[config.mk]
export PLATFORM = sky130hd
export DESIGN_NAME = pulse_analyzer
export DESIGN_NICKNAME = d
export VERILOG_FILES = /design/src/rtl/pulse_analyzer_pkg.sv /design/src/rtl/pulse_analyzer_sync.sv /design/src/rtl/pulse_analyzer.sv
export SDC_FILE = /design/constraint.sdc
export NUM_CORES = 1
export LEC_CHECK = 0
export ABC_AREA = 1
export BUFFER_PORTS_ARGS = -buffer_cell sky130_fd_sc_hd__buf_2
export CAP_MARGIN = 20
export CORE_UTILIZATION = 30
export CTS_CLUSTER_SIZE = 30
export DETAILED_ROUTE_END_ITERATION = 12
export SLEW_MARGIN = 5
export SYNTH_ARGS = -nofsm -noshare
export SYNTH_HDL_FRONTEND = slang
export SYNTH_SLANG_ARGS = --single-unit
[constraint.sdc]
create_clock -name aclk -period 4.4 [get_ports aclk]
set_clock_uncertainty 0.15 [all_clocks]
set_input_delay 1.1 -clock aclk [delete_from_list [all_inputs] [get_ports aclk]]
set_output_delay 1.1 -clock aclk [all_outputs]
set_load 0.01 [all_outputs]
[src/rtl/pulse_analyzer_pkg.sv]
// pulse_analyzer_pkg: shared types, field layout and helpers for the pulse analyzer.
// The record layout matches the pulse-generator cfg word: rise / fall / period, 32 bits each.
package pulse_analyzer_pkg;

    typedef enum logic [2:0] {
        IDLE,
        WAIT_RISE,
        WAIT_FALL,
        WAIT_NEXT,
        DONE
    } state_t;

    localparam int FIELD_W = 32;
    localparam int REC_W   = 3 * FIELD_W;

    localparam logic [FIELD_W-1:0] SAT = 32'hFFFF_FFFF;

    localparam int RISE_LSB   = 0;
    localparam int FALL_LSB   = 32;
    localparam int PERIOD_LSB = 64;

    // True for the three measuring states.
    function automatic logic is_wait(input state_t s);
        return (s == WAIT_RISE) || (s == WAIT_FALL) || (s == WAIT_NEXT);
    endfunction

    // Increment that sticks at all-ones instead of wrapping.
    function automatic logic [FIELD_W-1:0] sat_inc(input logic [FIELD_W-1:0] v);
        return (v == SAT) ? v : v + FIELD_W'(1);
    endfunction

endpackage

[src/rtl/pulse_analyzer_sync.sv]
// pulse_analyzer_sync: metastability synchronizer for din plus registered rise/fall strobes.
// A change on din shows up as a one-cycle strobe SYNC_STAGES+1 cycles later.
// The previous-value register tracks din continuously, so a level that is
// already high when measurement starts never produces a rise strobe.
// SYNC_STAGES is expected to be in the range 2..4.
module pulse_analyzer_sync #(
    parameter int SYNC_STAGES = 2
) (
    input  logic aclk,
    input  logic aresetn,
    input  logic din,
    output logic rise,
    output logic fall
);

    logic [SYNC_STAGES-1:0] sync_q;
    logic                   prev;

    // Synchronizer chain, previous-value register and edge strobes
    always_ff @(posedge aclk) begin
        if (!aresetn) begin
            sync_q <= '0;
            prev   <= 1'b0;
            rise   <= 1'b0;
            fall   <= 1'b0;
        end else begin
            sync_q <= {sync_q[SYNC_STAGES-2:0], din};
            prev   <= sync_q[SYNC_STAGES-1];
            rise   <= sync_q[SYNC_STAGES-1] & ~prev;
            fall   <= ~sync_q[SYNC_STAGES-1] & prev;
        end
    end

endmodule

[src/rtl/pulse_analyzer.sv]
// pulse_analyzer: measures rise offset, fall time and period of a pulse train on din
// in aclk cycles and emits each completed record as one 96-bit AXI-Stream beat.
// Optional feature: define PULSE_ANALYZER_TIMEOUT_EN to add cfg_timeout, which
// completes a record early (uncaptured fields all-ones) when the counter reaches it.
module pulse_analyzer
    import pulse_analyzer_pkg::*;
#(
    parameter string CONTINUOUS  = "FALSE",
    parameter int    SYNC_STAGES = 2
) (
    input  logic               aclk,
    input  logic               aresetn,
    input  logic               enable,
    input  logic               din,
`ifdef PULSE_ANALYZER_TIMEOUT_EN
    input  logic [FIELD_W-1:0] cfg_timeout,
`endif
    output logic [REC_W-1:0]   m_axis_tdata,
    output logic               m_axis_tvalid,
    input  logic               m_axis_tready,
    output logic               busy,
    output logic               overrun
);

    localparam bit CONT = (CONTINUOUS == "TRUE");

    state_t             state;
    state_t             state_next;
    logic [FIELD_W-1:0] counter;
    logic [FIELD_W-1:0] t_rise_q;
    logic [FIELD_W-1:0] t_fall_q;
    logic               rise;
    logic               fall;
    logic               timeout_hit;
    logic               cap_rise;
    logic               cap_fall;
    logic               complete;
    logic [FIELD_W-1:0] rec_rise;
    logic [FIELD_W-1:0] rec_fall;
    logic [FIELD_W-1:0] rec_period;
    logic [REC_W-1:0]   record;

    pulse_analyzer_sync #(
        .SYNC_STAGES (SYNC_STAGES)
    ) u_sync (
        .aclk    (aclk),
        .aresetn (aresetn),
        .din     (din),
        .rise    (rise),
        .fall    (fall)
    );

`ifdef PULSE_ANALYZER_TIMEOUT_EN
    assign timeout_hit = is_wait(state) && (cfg_timeout != '0) && (counter == cfg_timeout);
`else
    assign timeout_hit = 1'b0;
`endif

    // FSM state register
    always_ff @(posedge aclk) begin
        if (!aresetn) begin
            state <= IDLE;
        end else begin
            state <= state_next;
        end
    end

    // Next state and capture events; dropping enable abandons any partial record
    always_comb begin
        state_next = state;
        cap_rise   = 1'b0;
        cap_fall   = 1'b0;
        complete   = 1'b0;
        if (!enable) begin
            state_next = IDLE;
        end else begin
            unique case (state)
                IDLE: begin
                    state_next = WAIT_RISE;
                end
                WAIT_RISE, WAIT_FALL, WAIT_NEXT: begin
                    if (timeout_hit) begin
                        complete   = 1'b1;
                        state_next = CONT ? WAIT_RISE : DONE;
                    end else if (state == WAIT_RISE && rise) begin
                        cap_rise   = 1'b1;
                        state_next = WAIT_FALL;
                    end else if (state == WAIT_FALL && fall) begin
                        cap_fall   = 1'b1;
                        state_next = WAIT_NEXT;
                    end else if (state == WAIT_NEXT && rise) begin
                        complete = 1'b1;
                        if (CONT) begin
                            // The closing rise is also the opening rise of the next record.
                            cap_rise   = 1'b1;
                            state_next = WAIT_FALL;
                        end else begin
                            state_next = DONE;
                        end
                    end
                end
                DONE: begin
                    state_next = DONE;
                end
                default: begin
                    state_next = IDLE;
                end
            endcase
        end
    end

    // Status and record assembly from the current state
    always_comb begin
        busy       = is_wait(state);
        rec_rise   = (state == WAIT_RISE) ? SAT : t_rise_q;
        rec_fall   = (state == WAIT_NEXT) ? t_fall_q : SAT;
        rec_period = timeout_hit ? SAT : counter;
        record     = '0;
        record[RISE_LSB   +: FIELD_W] = rec_rise;
        record[FALL_LSB   +: FIELD_W] = rec_fall;
        record[PERIOD_LSB +: FIELD_W] = rec_period;
    end

    // Cycle counter: zero outside WAIT_*, saturating count inside, re-based on restart
    always_ff @(posedge aclk) begin
        if (!aresetn) begin
            counter <= '0;
        end else if (!is_wait(state) || !is_wait(state_next)) begin
            counter <= '0;
        end else if (complete && cap_rise) begin
            // The restarting rise cycle is time 0, so the following cycle reads 1.
            counter <= FIELD_W'(1);
        end else if (complete) begin
            counter <= '0;
        end else begin
            counter <= sat_inc(counter);
        end
    end

    // Captured edge times; only read after being written in the same measurement
    always_ff @(posedge aclk) begin
        if (cap_rise) begin
            t_rise_q <= complete ? '0 : counter;
        end
        if (cap_fall) begin
            t_fall_q <= counter;
        end
    end

    // One-deep output register with sticky overrun on a dropped record
    always_ff @(posedge aclk) begin
        if (!aresetn) begin
            m_axis_tdata  <= '0;
            m_axis_tvalid <= 1'b0;
            overrun       <= 1'b0;
        end else begin
            if (complete && (!m_axis_tvalid || m_axis_tready)) begin
                m_axis_tdata  <= record;
                m_axis_tvalid <= 1'b1;
            end else if (m_axis_tvalid && m_axis_tready) begin
                m_axis_tvalid <= 1'b0;
            end
            if (!enable) begin
                overrun <= 1'b0;
            end else if (complete && m_axis_tvalid && !m_axis_tready) begin
                overrun <= 1'b1;
            end
        end
    end

endmodule
---- After elaboration in Yosys (flattened, before gate mapping) ----
Index checks and enable logic that the tools add are counted.
cells by class
  eq/ne operators ......................... 9
  add/sub/neg operators ................... 1
  bitwise logic cells ..................... 5
  mux-type cells .......................... 24
  reduce and logical (&&, ||, !) cells .... 24
operators by type and width
  kind                   count
  $mux 32                2
  $add 32x1->32 const B  1
  $eq 32x32->1 const B   1
  $mux 1                 17
  $eq 3x2->1 const B     4
  $mux 3                 4
  $pmux 3 s3             1
  $logic_and 1x1->1      8
  $eq 3x1->1 const B     2
  $logic_or 1x1->1       6
  $logic_not 1->1        4
  $reduce_or 4->1        1
  $eq 3x3->1 const B     1
  $logic_not 3->1        1
  $ne 3x3->1 const B     1
  $not 1->1              3
  $reduce_or 3->1        1
  $and 1x1->1            2
  $reduce_and 2->1       1
  $reduce_bool 2->1      1
  $reduce_or 2->1        1
storage, ports and cells
  bits in registers ....................... 202
  input port bits ......................... 5

---- Longest topological paths before layout ----
  depth after elaboration ................. 13
  mapped depth ............................ 12
  gate-level depth less buffers ........... 11

---- By module ----
From an unflattened synthesis, not the netlist that was laid out.
second synthesis, totals
  cell total of the unflattened synthesis .. 884
  area total of the unflattened synthesis .. 7778.7 µm²
modules (own cells, without submodules)
  module               cells each  times used  area an instance (µm²)
  pulse_analyzer       870         1           7642.3
  pulse_analyzer_sync  14          1           136.4

---- Worst setup path before layout ----
Ideal clock, no wire load.
  kind .................................... in2reg
  start ................................... input port enable
  end ..................................... register t_fall_q[0] (enable)
  path slack .............................. 1.329 ns
  data arrival time ....................... 2.500 ns
  stages on the path ...................... 2
  path buffers ............................ 0
  required time ........................... 3.829 ns
  path through ............................ inv_1 -> nor2_1
on the way
  word-level cells in the longest chain between the ends .. 1
ends and longest elaborated chain
  item                  RTL line               RTL
  start, declared       pulse_analyzer.sv:13   input logic enable,
  $mux 1                pulse_analyzer.sv:74   if (!enable) begin
  named net cap_fall    pulse_analyzer.sv:36   logic cap_fall;
  end signal, assigned  pulse_analyzer.sv:146  t_fall_q <= counter;
  end, declared         pulse_analyzer.sv:31   logic [FIELD_W-1:0] t_fall_q;
The timed path passes the listed nets, and every way through them passes these cells.
A chain may end at the register's enable or synchronous reset.

---- Worst setup path in the final report ----
  start ................................... register state[0]
  end ..................................... register m_axis_tdata[23]
on the way
  word-level cells in the longest chain between the ends .. 8
  elaborated cells between the ends (all ways) .. 14
  those cells by class .................... eq/ne: 3; mux: 6; reduce/logical: 5
ends and longest elaborated chain
  item                    RTL line                                    RTL
  start, declared         pulse_analyzer.sv:27                        state_t state;
  start signal, assigned  pulse_analyzer.sv:64                        state <= state_next;
  $eq 3x2->1              pulse_analyzer.sv:77, pulse_analyzer.sv:91
  $logic_and 1x1->1       pulse_analyzer.sv:91                        end else if (state == WAIT_NEXT && rise) begin
  $mux 1                  pulse_analyzer.sv:91
  $mux 1                  pulse_analyzer.sv:88                        end else if (state == WAIT_FALL && fall) begin
  $mux 1                  pulse_analyzer.sv:85                        end else if (state == WAIT_RISE && rise) begin
  $mux 1                  pulse_analyzer.sv:77                        unique case (state)
  $mux 1                  pulse_analyzer.sv:74
  $logic_and 1x1->1       pulse_analyzer.sv:157                       if (complete && (!m_axis_tvalid || m_axis_tready)) begin
  end signal, assigned    pulse_analyzer.sv:158                       m_axis_tdata <= record;
  end, declared           pulse_analyzer.sv:18                        output logic [REC_W-1:0] m_axis_tdata,
Parallel ways exist; a longest one is shown, timed or not.

==> key figures <==
Floorplanning
  • DIE AREA: around 27,000 sq um
  • Die Wd: ~160 microns
  • Die Ht: around 160 microns
  • Starting Density: a little under a third
  • Rows: 58
  • Core area: roughly 25,000 sq um
  • Top Ports: roughly 100

Place
  • RD Place Congestion: about 0.85
  • Post-placement cell count: between 1,000 and 1,500
  • Post-detail-place hpwl: 13.7 mm
  • I/O Buffers: ~100

Routing
  • Mean routed wirelength per cell: 15.0 microns
  • # DRC: 0
  • Via count: between 6,000 and 7,000
  • DR vias/cell: 4.62
  • Initial DRC count: between 400 and 500
  • 1st-pass router iterations: 6
  • Routed Antenna Nets: 0
  • Wirelength, routed: about 20 mm

Global routing
  • Met3 Use GR: 2.54%
  • Largest net degree at the start of global routing: 70
  • First-pass GRT wire length: 31.1 mm
  • Gr ovfl total: 0
  • Met2 Track Usage GR: about a quarter
  • Top Usage Layer GRT: met2
  • Vias in the first global route: 5,738
  • Gr usage total: 14.8%
  • Antenna violations before repair: 0
  • Met1 GRT Util: approximately a fifth

Final layout
  • Register Area: around 4700 sq um
  • Finished Layout Cells: 1,321
  • Area delta synth->final: 18.5%
  • Footprint of the multi-input gates: between 2000 and 3000 sq um
  • Share of cells above drive strength 1: between 10% and 20%
  • Final net count: about 1,000
  • Filler cells: ~2,600
  • N_diodes: 0

Synthesis
  • Post-synth cell types: 24
  • YS warnings: 0
  • Seq/Total Area, Yosys: between 60% and 70%
  • Area share of the leading cell type in the synthesized netlist: a little over a third
  • Flops & latches, synth: roughly 200
  • Synth top area cells: dfxtp_1 (35%), edfxtp_1 (25%), nand2_1 (7.2%)
  • Synthesized area: between 7000 and 8000 sq um
  • Area leader, netlist: dfxtp_1
  • Syn_area_per_cell: about 8.8 sq um
  • Post-Synthesis Cells: between 800 and 900
  • Mapped Nets: 893

Pwr
  • Pwr Density: between 300 and 400 nW/um^2
  • Peak supply drop: 0.212 mV
  • Overall power: ~0.0037 W
  • Leakage: ~3.6 nW

STA
  • Setup violators final: 0
  • Tcrit/Tclk final: 64.2%
  • Fin. Hold Viols: 0
  • Worst hold slack: between 200 and 300 ps
  • F_max: around 350 MHz
  • Final TNS setup: 0 ps
  • RSZ-0062 raised after global routing: no
  • Max Slew Vio Count: 0
  • Min Tclk post-route: between 2000 and 3000 ps
  • Relative slew slack: around 37%
  • Least-Margin Pin Slew: ~950 ps

Clock tree
  • Hold Buf Count CTS: 0
  • Worst skew pair latency: 500 ps
  • TritonCTS Buffers: 22
  • # resized after CTS: 0
  • Postcts setup bufs: 0
  • CTS clk-pin slew, worst paths: approximately 60 ps
  • CTS tree: built
  • CTS root buf: clkbuf_16
  • CTS H-tree depth: 1
  • Clock Tree Buf Depth: 3
  • Clock Sinks: a little over 200

Worst setup path
  • Crit start category: flip-flop
  • CP max stage delay: slightly below 600 ps
  • Crit path max fanout: 47
  • CP top delay family: simple AND/OR/NAND/NOR gates
  • Worst setup EP type: flip-flop
  • Cell chain of the critical path: nand2_2, nor2_4, nand3_4, nor2_8, inv_1, nand2_1, a21oi_1
  • Crit-path slowest cell: inv_1
  • Crit path kind: flip-flop to flip-flop
  • Count of buffer and inverter cells on the critical path: 1
  • WP data arrival: roughly 3000 ps
  • CP required: about 4600 ps
  • Register-to-Register Setup Slack: 1570 ps

Worst hold path
  • Worst hold path class: flip-flop to flip-flop

Flow run
  • Max Cap Viol: 0

Outcome
  • Status: finished, final reports clean
-- synth_stat cells, drive strengths merged --
cell and count:
nand4 2, clkbuf 24, ha 1, dfxtp 138
xor2 11, nand2 153, inv 69, edfxtp 64
o21ai 98, nor2 122, buf 22, clkinv 2
a21oi 106, xnor2 1, nor3 36, nand3 38
-- through the flow --
stage	instance area (sq um)	util [%]	setup WS (ps)
floorplan	7800	-	1330
finish	9240	36.5	1570
detailed placement	8560	33.8	1340
CTS	9240	36.5	1520
global placement	8560	33.8	1380
global route	9240	36.5	1210
-- metal layers --
layer	share of wire (%)	routed length, microns
met5	0	0
met4	1.7	340
met3	4.7	919
met2	48	9390
met1	46	9100
-- worst paths after layout --
path / start / endpoint / cells after the start
min reg2reg: u_sync.prev / u_sync.rise / 1
max reg2reg: state[0] / m_axis_tdata[23] / 7
max: state[0] / m_axis_tdata[23] / 7
min: u_sync.prev / u_sync.rise / 1
-- layout by cell type (no fill, tap or decap) --
master      count
ha_1            1
o21ai_1        27
clkinv_2        5
clkbuf_8        3
nor2_1        115
a21oi_1       106
clkbuf_16      23
clkinvlp_4      1
nor2_8          1
edfxtp_1       64
clkbuf_1        6
clkinv_1        4
nand4_1         2
nand3_1        37
o21ai_0        71
xor2_1         11
nor2_4          4
inv_1          64
nor2_2          2
buf_4           7
nand3_4         1
nand2_2         4
nor3_1         36
xnor2_1         1
nand2_1       149
inv_2           5
dfxtp_1       138
buf_2         103
-- flip-flops by register name, summed over array words and instances (netlist names), 2 cells and up --
register / flops
m_axis_tdata: 96
counter: 32
t_fall_q: 32
t_rise_q: 32
state: 3
u_sync.sync_q: 2
-- layout make-up --
type                    instances  area share [%]
inverters                      71            2.88
flip-flops and latches        202            50.7
multi-input cells             568            28.4
clock inverters                 8           0.433
repair buffers                110            6.15
clock buffers                  32            6.92
well taps                     330            4.47
-- cell families (layout without fill, tap and decap cells) --
family                   Yosys count  after routing  share of synthesized area, %
AND/OR/NAND/NOR                  351            351                          19.0
AO/OA/AOI/OAI                    204            204                          13.1
flip-flops                       202            202                          60.1
buffers and inverters            117            221                          6.31
XOR/XNOR                          12             12                          1.35
adder cells (fa/ha/maj)            1              1                         0.160
-- power breakdown --
group,switching (W),internal (W),total [W]
Combinational,0.0000354,0.00000767,0.0000431
Sequential,0.00000251,0.00191,0.00192
Clock,0.000713,0.00101,0.00172
No activity file was read; power rests on OpenSTA's default activity.
